$ cat config.mk
export PLATFORM = sky130hd
export DESIGN_NAME = scan_event_decoder
export DESIGN_NICKNAME = d
export VERILOG_FILES = /design/src/rtl/scan_event_decoder_pkg.sv /design/src/rtl/scan_record_fifo.sv /design/src/rtl/scan_event_decoder.sv
export SDC_FILE = /design/constraint.sdc
export NUM_CORES = 1
export LEC_CHECK = 0
export ABC_AREA = 0
export CORE_UTILIZATION = 35
export CTS_BUF_LIST = sky130_fd_sc_hd__clkbuf_8
export CTS_CLUSTER_DIAMETER = 120
export DETAILED_ROUTE_END_ITERATION = 16
export MAX_ROUTING_LAYER = met4
export PLACE_DENSITY = 0.67
export SLEW_MARGIN = 10
export SYNTH_ARGS = -nofsm -noshare
export SYNTH_HDL_FRONTEND = slang
export SYNTH_SLANG_ARGS = --single-unit
$ cat constraint.sdc
create_clock -name clk -period 1.9 [get_ports clk]
set_input_delay 0.19 -clock clk [delete_from_list [all_inputs] [get_ports clk]]
set_output_delay 0.19 -clock clk [all_outputs]
set_load 0.01 [all_outputs]
$ cat src/rtl/scan_event_decoder_pkg.sv
// scan_event_decoder_pkg: state encoding and record width helpers shared by the scan decoder
package scan_event_decoder_pkg;
  typedef enum logic {IDLE, SCAN} state_t;
  function automatic int idx_w(input int n);
    return n > 1 ? $clog2(n) : 1;
  endfunction
  function automatic int rec_w(input int rows, input int cols);
    return idx_w(rows) + 2 * cols;
  endfunction
endpackage

$ cat src/rtl/scan_record_fifo.sv
// scan_record_fifo: 2-entry registered valid/ready buffer, accepts a push while full if popping
module scan_record_fifo #(
  parameter int W = 8
) (
  input  logic         clk,
  input  logic         rst,
  input  logic         push,
  input  logic [W-1:0] din,
  output logic         push_ok,
  input  logic         ready,
  output logic         valid,
  output logic [W-1:0] dout
);
  logic [W-1:0] mem [2];
  logic rd, wr, pop, wr_en;
  logic [1:0] cnt;
  assign valid = cnt != 2'd0;
  assign pop = valid & ready;
  assign push_ok = (cnt != 2'd2) | pop;
  assign wr_en = push & push_ok;
  assign dout = mem[rd];
  always_ff @(posedge clk or posedge rst)
    if (rst) begin
      mem[0] <= '0;
      mem[1] <= '0;
      rd <= 1'b0;
      wr <= 1'b0;
      cnt <= 2'd0;
    end else begin
      if (wr_en) mem[wr] <= din;
      wr <= wr ^ wr_en;
      rd <= rd ^ pop;
      cnt <= cnt + {1'b0, wr_en} - {1'b0, pop};
    end
endmodule

$ cat src/rtl/scan_event_decoder.sv
// scan_event_decoder: rebuilds per-row A/B column masks from scan pulses and checks pairing
module scan_event_decoder
  import scan_event_decoder_pkg::*;
#(
  parameter int ROW_WIDTH = 8,
  parameter int COL_WIDTH = 8,
  parameter int ROW_IDX_W = idx_w(ROW_WIDTH)
) (
  input  logic                 clk,
  input  logic                 rst,
  input  logic                 enable,
  input  logic                 scan_start,
  input  logic                 a_start,
  input  logic                 b_start,
  input  logic                 a_end,
  input  logic                 b_end,
  input  logic                 slot_step,
  input  logic                 row_end,
  input  logic                 scan_done_in,
  output logic                 rec_valid,
  input  logic                 rec_ready,
  output logic [ROW_IDX_W-1:0] rec_row,
  output logic [COL_WIDTH-1:0] rec_a_mask,
  output logic [COL_WIDTH-1:0] rec_b_mask,
  output logic                 busy,
  output logic                 scan_done,
  output logic                 proto_error,
  output logic                 overflow
);
  localparam int SLOT_W = $clog2(COL_WIDTH + 1);
  localparam logic [SLOT_W-1:0] LAST_SLOT = SLOT_W'(COL_WIDTH);
  localparam logic [ROW_IDX_W-1:0] LAST_ROW = ROW_IDX_W'(ROW_WIDTH - 1);
  typedef struct packed {
    logic [ROW_IDX_W-1:0] row;
    logic [COL_WIDTH-1:0] a_mask;
    logic [COL_WIDTH-1:0] b_mask;
  } rec_t;
  state_t state, state_n;
  logic [SLOT_W-1:0] slot, slot_n;
  logic [ROW_IDX_W-1:0] row, row_n;
  logic [COL_WIDTH-1:0] a_mask, a_mask_n, b_mask, b_mask_n, a_bit, b_bit;
  logic a_pend, a_pend_n, b_pend, b_pend_n, err, push, done_n, clr, push_ok;
  rec_t rec_in, rec_out;
  // Out-of-range shifts give zero, so slot COL_WIDTH sets no A bit and slot 0 sets no B bit
  assign a_bit = COL_WIDTH'(1) << slot;
  assign b_bit = COL_WIDTH'(1) << (slot - 1'b1);
  assign clr = enable & scan_start;
  always_comb begin
    state_n = state;
    slot_n = slot;
    row_n = row;
    a_mask_n = a_mask;
    b_mask_n = b_mask;
    a_pend_n = a_pend;
    b_pend_n = b_pend;
    err = 1'b0;
    push = 1'b0;
    done_n = 1'b0;
    rec_in = '0;
    if (clr) begin
      state_n = SCAN;
      slot_n = '0;
      row_n = '0;
      a_mask_n = '0;
      b_mask_n = '0;
      a_pend_n = 1'b0;
      b_pend_n = 1'b0;
    end else if (enable && state == SCAN) begin
      if (a_start) begin
        a_mask_n = a_mask_n | a_bit;
        err |= (slot == LAST_SLOT) | a_pend;
        a_pend_n = 1'b1;
      end
      if (a_end) begin
        err |= !a_pend & !a_start;
        a_pend_n = 1'b0;
      end
      if (b_start) begin
        b_mask_n = b_mask_n | b_bit;
        err |= (slot == '0) | b_pend;
        b_pend_n = 1'b1;
      end
      if (b_end) begin
        err |= !b_pend & !b_start;
        b_pend_n = 1'b0;
      end
      if (slot_step) begin
        err |= slot == LAST_SLOT;
        slot_n = slot == LAST_SLOT ? slot : slot + 1'b1;
      end
      if (row_end) begin
        err |= (slot != LAST_SLOT) | a_pend_n | b_pend_n | ((row == LAST_ROW) & !scan_done_in);
        push = 1'b1;
        rec_in = '{row: row, a_mask: a_mask_n, b_mask: b_mask_n};
        slot_n = '0;
        row_n = row == LAST_ROW ? '0 : row + 1'b1;
        a_mask_n = '0;
        b_mask_n = '0;
        a_pend_n = 1'b0;
        b_pend_n = 1'b0;
      end
      if (scan_done_in) begin
        err |= !row_end | (row != LAST_ROW);
        done_n = 1'b1;
        state_n = IDLE;
      end
    end else if (enable) begin
      err = a_start | a_end | b_start | b_end | slot_step | row_end | scan_done_in;
    end
  end
  always_ff @(posedge clk or posedge rst)
    if (rst) begin
      state <= IDLE;
      slot <= '0;
      row <= '0;
      a_mask <= '0;
      b_mask <= '0;
      a_pend <= 1'b0;
      b_pend <= 1'b0;
      scan_done <= 1'b0;
      proto_error <= 1'b0;
      overflow <= 1'b0;
    end else begin
      state <= state_n;
      slot <= slot_n;
      row <= row_n;
      a_mask <= a_mask_n;
      b_mask <= b_mask_n;
      a_pend <= a_pend_n;
      b_pend <= b_pend_n;
      scan_done <= done_n;
      proto_error <= !clr & (proto_error | err);
      overflow <= !clr & (overflow | (push & !push_ok));
    end
  scan_record_fifo #(.W($bits(rec_t))) u_fifo (
    .clk(clk),
    .rst(rst),
    .push(push),
    .din(rec_in),
    .push_ok(push_ok),
    .ready(rec_ready),
    .valid(rec_valid),
    .dout(rec_out)
  );
  assign busy = state == SCAN;
  assign rec_row = rec_out.row;
  assign rec_a_mask = rec_out.a_mask;
  assign rec_b_mask = rec_out.b_mask;
endmodule

==> impl_metrics.csv, run 1 <==
group,metric,value,unit
sta,setup_ws,129,ps
synthesis,netlist_area,3520,um2
setup_path,critPathMaxFanout,3,
die,start_util,36.1,%
die,die-area,10500,um2
grt,antenna_found_initial,0,
setup_path,cp.arrival,2050,ps
detailed_routing,dr.pass1.iters,4,
grt,grt_pass1_vias,2676,
grt,grt_pass1_wl,12.7,mm
synthesis,postSynthCellCount,348,
setup_path,crit_path_start_kind,"flip-flop",
power,power_density,1040,nW/um2
synthesis,synth_ff_type,"dfrtp_1",
placed_design,dp_hpwl,5.16,mm
detailed_routing,vias_per_cell,4.94,
final_layout,nets,425,
synthesis,yosysMostFrequentCell,"dfrtp_1",
clock_network,cts.path.max_buffers,2,
final_layout,syn2layout_area_growth,24.7,%
grt,grtUsageTotal,16.2,%
status,status,"finished clean",
synthesis,synth_edf_count,0,
detailed_routing,drt_iter0_drc,159,
detailed_routing,final_antenna_net_count,0,
synthesis,ys_ff_latch,71,
die,die_h,102,um
placed_design,dpl_cell_area,4180,um2
synthesis,ys_seq_area_share,50.4,%
clock_network,cts_buffers,9,
power,p_leak,2.12,nW
sta,relSlewSlack,73.2,%
clock_network,h-tree-depth,3,
sta,slew_violations,0,
detailed_routing,drc_errors,0,
final_layout,finalNonFillerCells,538,
sta,setup_viol,0,
synthesis,syn_nets,373,
power,p_int,0.00316,W
clock_network,cts_hold_buf,0,
clock_network,cts_sinks,71,
synthesis,syn_avg_cell_area,10.1,um2
power,p_clk_share,26.7,%
clock_network,clkTransAtPathRegs,80,ps
final_layout,multi_input_area,1540,um2
final_layout,drive_above_1_share,19.3,%
clock_network,cts_tree,"yes",
sta,worst_pin_slew,402,ps
synthesis,synth_top_area_share,50.4,%
power,switching_power,0.00142,W
final_layout,diodes,0,
power,p_sw_share,31.0,%
placed_design,portBuffers,35,
synthesis,synth-async-reset-ratio,100,%
setup_path,required,2180,ps
power,peakVddDrop,469,uV
die,die_w,102,um
die,ios,36,
detailed_routing,wl_per_cell,13.7,um
synthesis,synth_area_leaders,"dfrtp_1 (50%), mux2_2 (7.7%), ha_1 (4.6%)",
sta,rsz0062_at_grt,"no",
power,seqPwrFrac,43.1,%
final_layout,fill_cells,967,
placed_design,globalplace.congestion,0.875,
sta,hold_viol,0,
synthesis,yosys-top-cells-count,"dfrtp_1 (71), inv_1 (32), nand2_1 (29)",
detailed_routing,routed_wirelength,7.39,mm
placed_design,place_ws,-77.7,ps
die,core_area,9770,um2
detailed_routing,num_vias,2656,
die,fp-row-count,36,
setup_path,setup.worst_path.end_class,"flip-flop",
final_layout,fin_area,4390,um2
worst_hold_path,hold_path.class,"in2async",
placed_design,dp.cells,521,
sta,fmax,565,MHz
sta,post-route-period-util,93.2,%
sta,fin_skew,7.10,ps
grt,overflow,0,
final_layout,regArea,1780,um2
sta,fin_crit,1770,ps
synthesis,ys_warn_count,0,
power,pwr-share-comb,30.2,%
grt,grt_start_max_net_pins,72,
clock_network,clkLatencyLatePin,350,ps
job,maxCapViolCount,0,
clock_network,root_buffer,"clkbuf_8",
setup_path,crit_type,"reg2reg",
synthesis,yosysTopAreaCell,"dfrtp_1",
synthesis,yosysUniqueCellTypes,46,
critical path, stage by stage, from the launching register on:
cell,delay (ps)
dfrtp_1,400
or2_2,310
and2_1,190
ha_1,280
inv_1,40
ha_1,180
xnor2_1,170
xnor2_1,130
worst paths after layout:
check	start	endpoint	slack, ps	cells past startpoint
hold / removal	rst	u_fifo.mem[22]$_DFFE_PP0P_	280	3
hold reg to reg	b_mask[3]$_DFFE_PP0P_	b_mask[3]$_DFFE_PP0P_	490	2
max in group asynchronous	rst	u_fifo.rd$_DFF_PP0_	1290	3
min in group clk	scan_start	overflow$_DFF_PP0_	460	2
setup / recovery	u_fifo.cnt[1]$_DFF_PP0_	u_fifo.cnt[1]$_DFF_PP0_	130	7
setup reg to reg	u_fifo.cnt[1]$_DFF_PP0_	u_fifo.cnt[1]$_DFF_PP0_	130	7
per-stage QoR:
step	util, %	total power (W)	setup TNS (ps)	hold slack, ps
3_5_place_dp	42.8	0.00346	-1330	475
5_1_grt	45.0	0.00490	0	321
2_1_floorplan	-	0.00280	0	290
4_1_cts	44.8	0.00466	0	310
6_report	45.0	0.00458	0	284
3_3_place_gp	42.8	0.00342	-301	470
cells by family (layout without fill, tap and decap cells):
family                     Yosys count  in the layout  synth area share, %
AOI/OAI and AO/OA                   94             94                 16.9
xor gates and xnor gates             4              4                0.994
adders and majority gates           13             13                 4.61
buffers and inverters               50            107                 5.86
DFF                                 71             71                 50.4
muxes                               24             24                 7.67
and+or+nand+nor                     92             92                 13.5
power by group through the flow:
stage	clock [W]	sequential (W)	combinational, W
floorplan	0	0.00197	0.000829
global placement	0	0.00200	0.00142
detailed placement	0	0.00201	0.00145
CTS	0.00124	0.00197	0.00144
global route	0.00130	0.00201	0.00159
finish	0.00122	0.00197	0.00138
cell usage in the layout (no fill, tap or decap), drive strengths merged, types with 3 or more instances in the layout:
cell type | Yosys | final
buf | 10 | 24
o31ai | 5 | 5
o21ai | 29 | 29
clkbuf | 8 | 10
dfrtp | 71 | 71
dlygate4sd2 | 0 | 11
a21oi | 14 | 14
clkdlybuf4s50 | 0 | 16
nand3 | 9 | 9
nor3b | 6 | 6
a31oi | 15 | 15
mux2 | 24 | 24
ha | 13 | 13
inv | 32 | 33
and2 | 5 | 5
dlymetal6s2s | 0 | 8
a41oi | 3 | 3
nand2b | 3 | 3
nor2 | 23 | 23
nand2 | 32 | 32
o22ai | 19 | 19
flip-flops by register name (all words and copies together) (netlist names), 2 cells and up:
name / cells
slot: 4
u_fifo.mem: 38
u_fifo.cnt: 2
b_mask: 8
a_mask: 8
row: 3
routing by layer:
metal	global-route usage, %	vias up	part of all wire [%]
met2	24.8	58	46
met5	-	-	0
met1	21.3	1269	48
met3	3.28	10	4.0
met4	6.04	0	1.8
li1	-	1319	-
final cells by class:
| cell class | count | share of cell area, % |
|---|---|---|
| Tap cell | 133 | 3.79 |
| Clock inverter | 6 | 1.37 |
| Clock buffer | 10 | 3.13 |
| Sequential cell | 71 | 40.5 |
| Multi-Input combinational cell | 227 | 35.1 |
| Inverter | 32 | 2.82 |
| Timing Repair Buffer | 59 | 13.4 |
timing repair:
action,4_1_cts,5_1_grt
resized for setup,12,8
pin swaps,0,0
setup buffers,1,0
setup endpoints to repair,18,8
No activity file was read; power rests on OpenSTA's default activity.
==> inputs of run 2 (changes only) <==
SLEW_MARGIN = unset   (was 10)
==> results of run 2 <==
The final DEF is identical to that of run 1; final timing and power are the same.
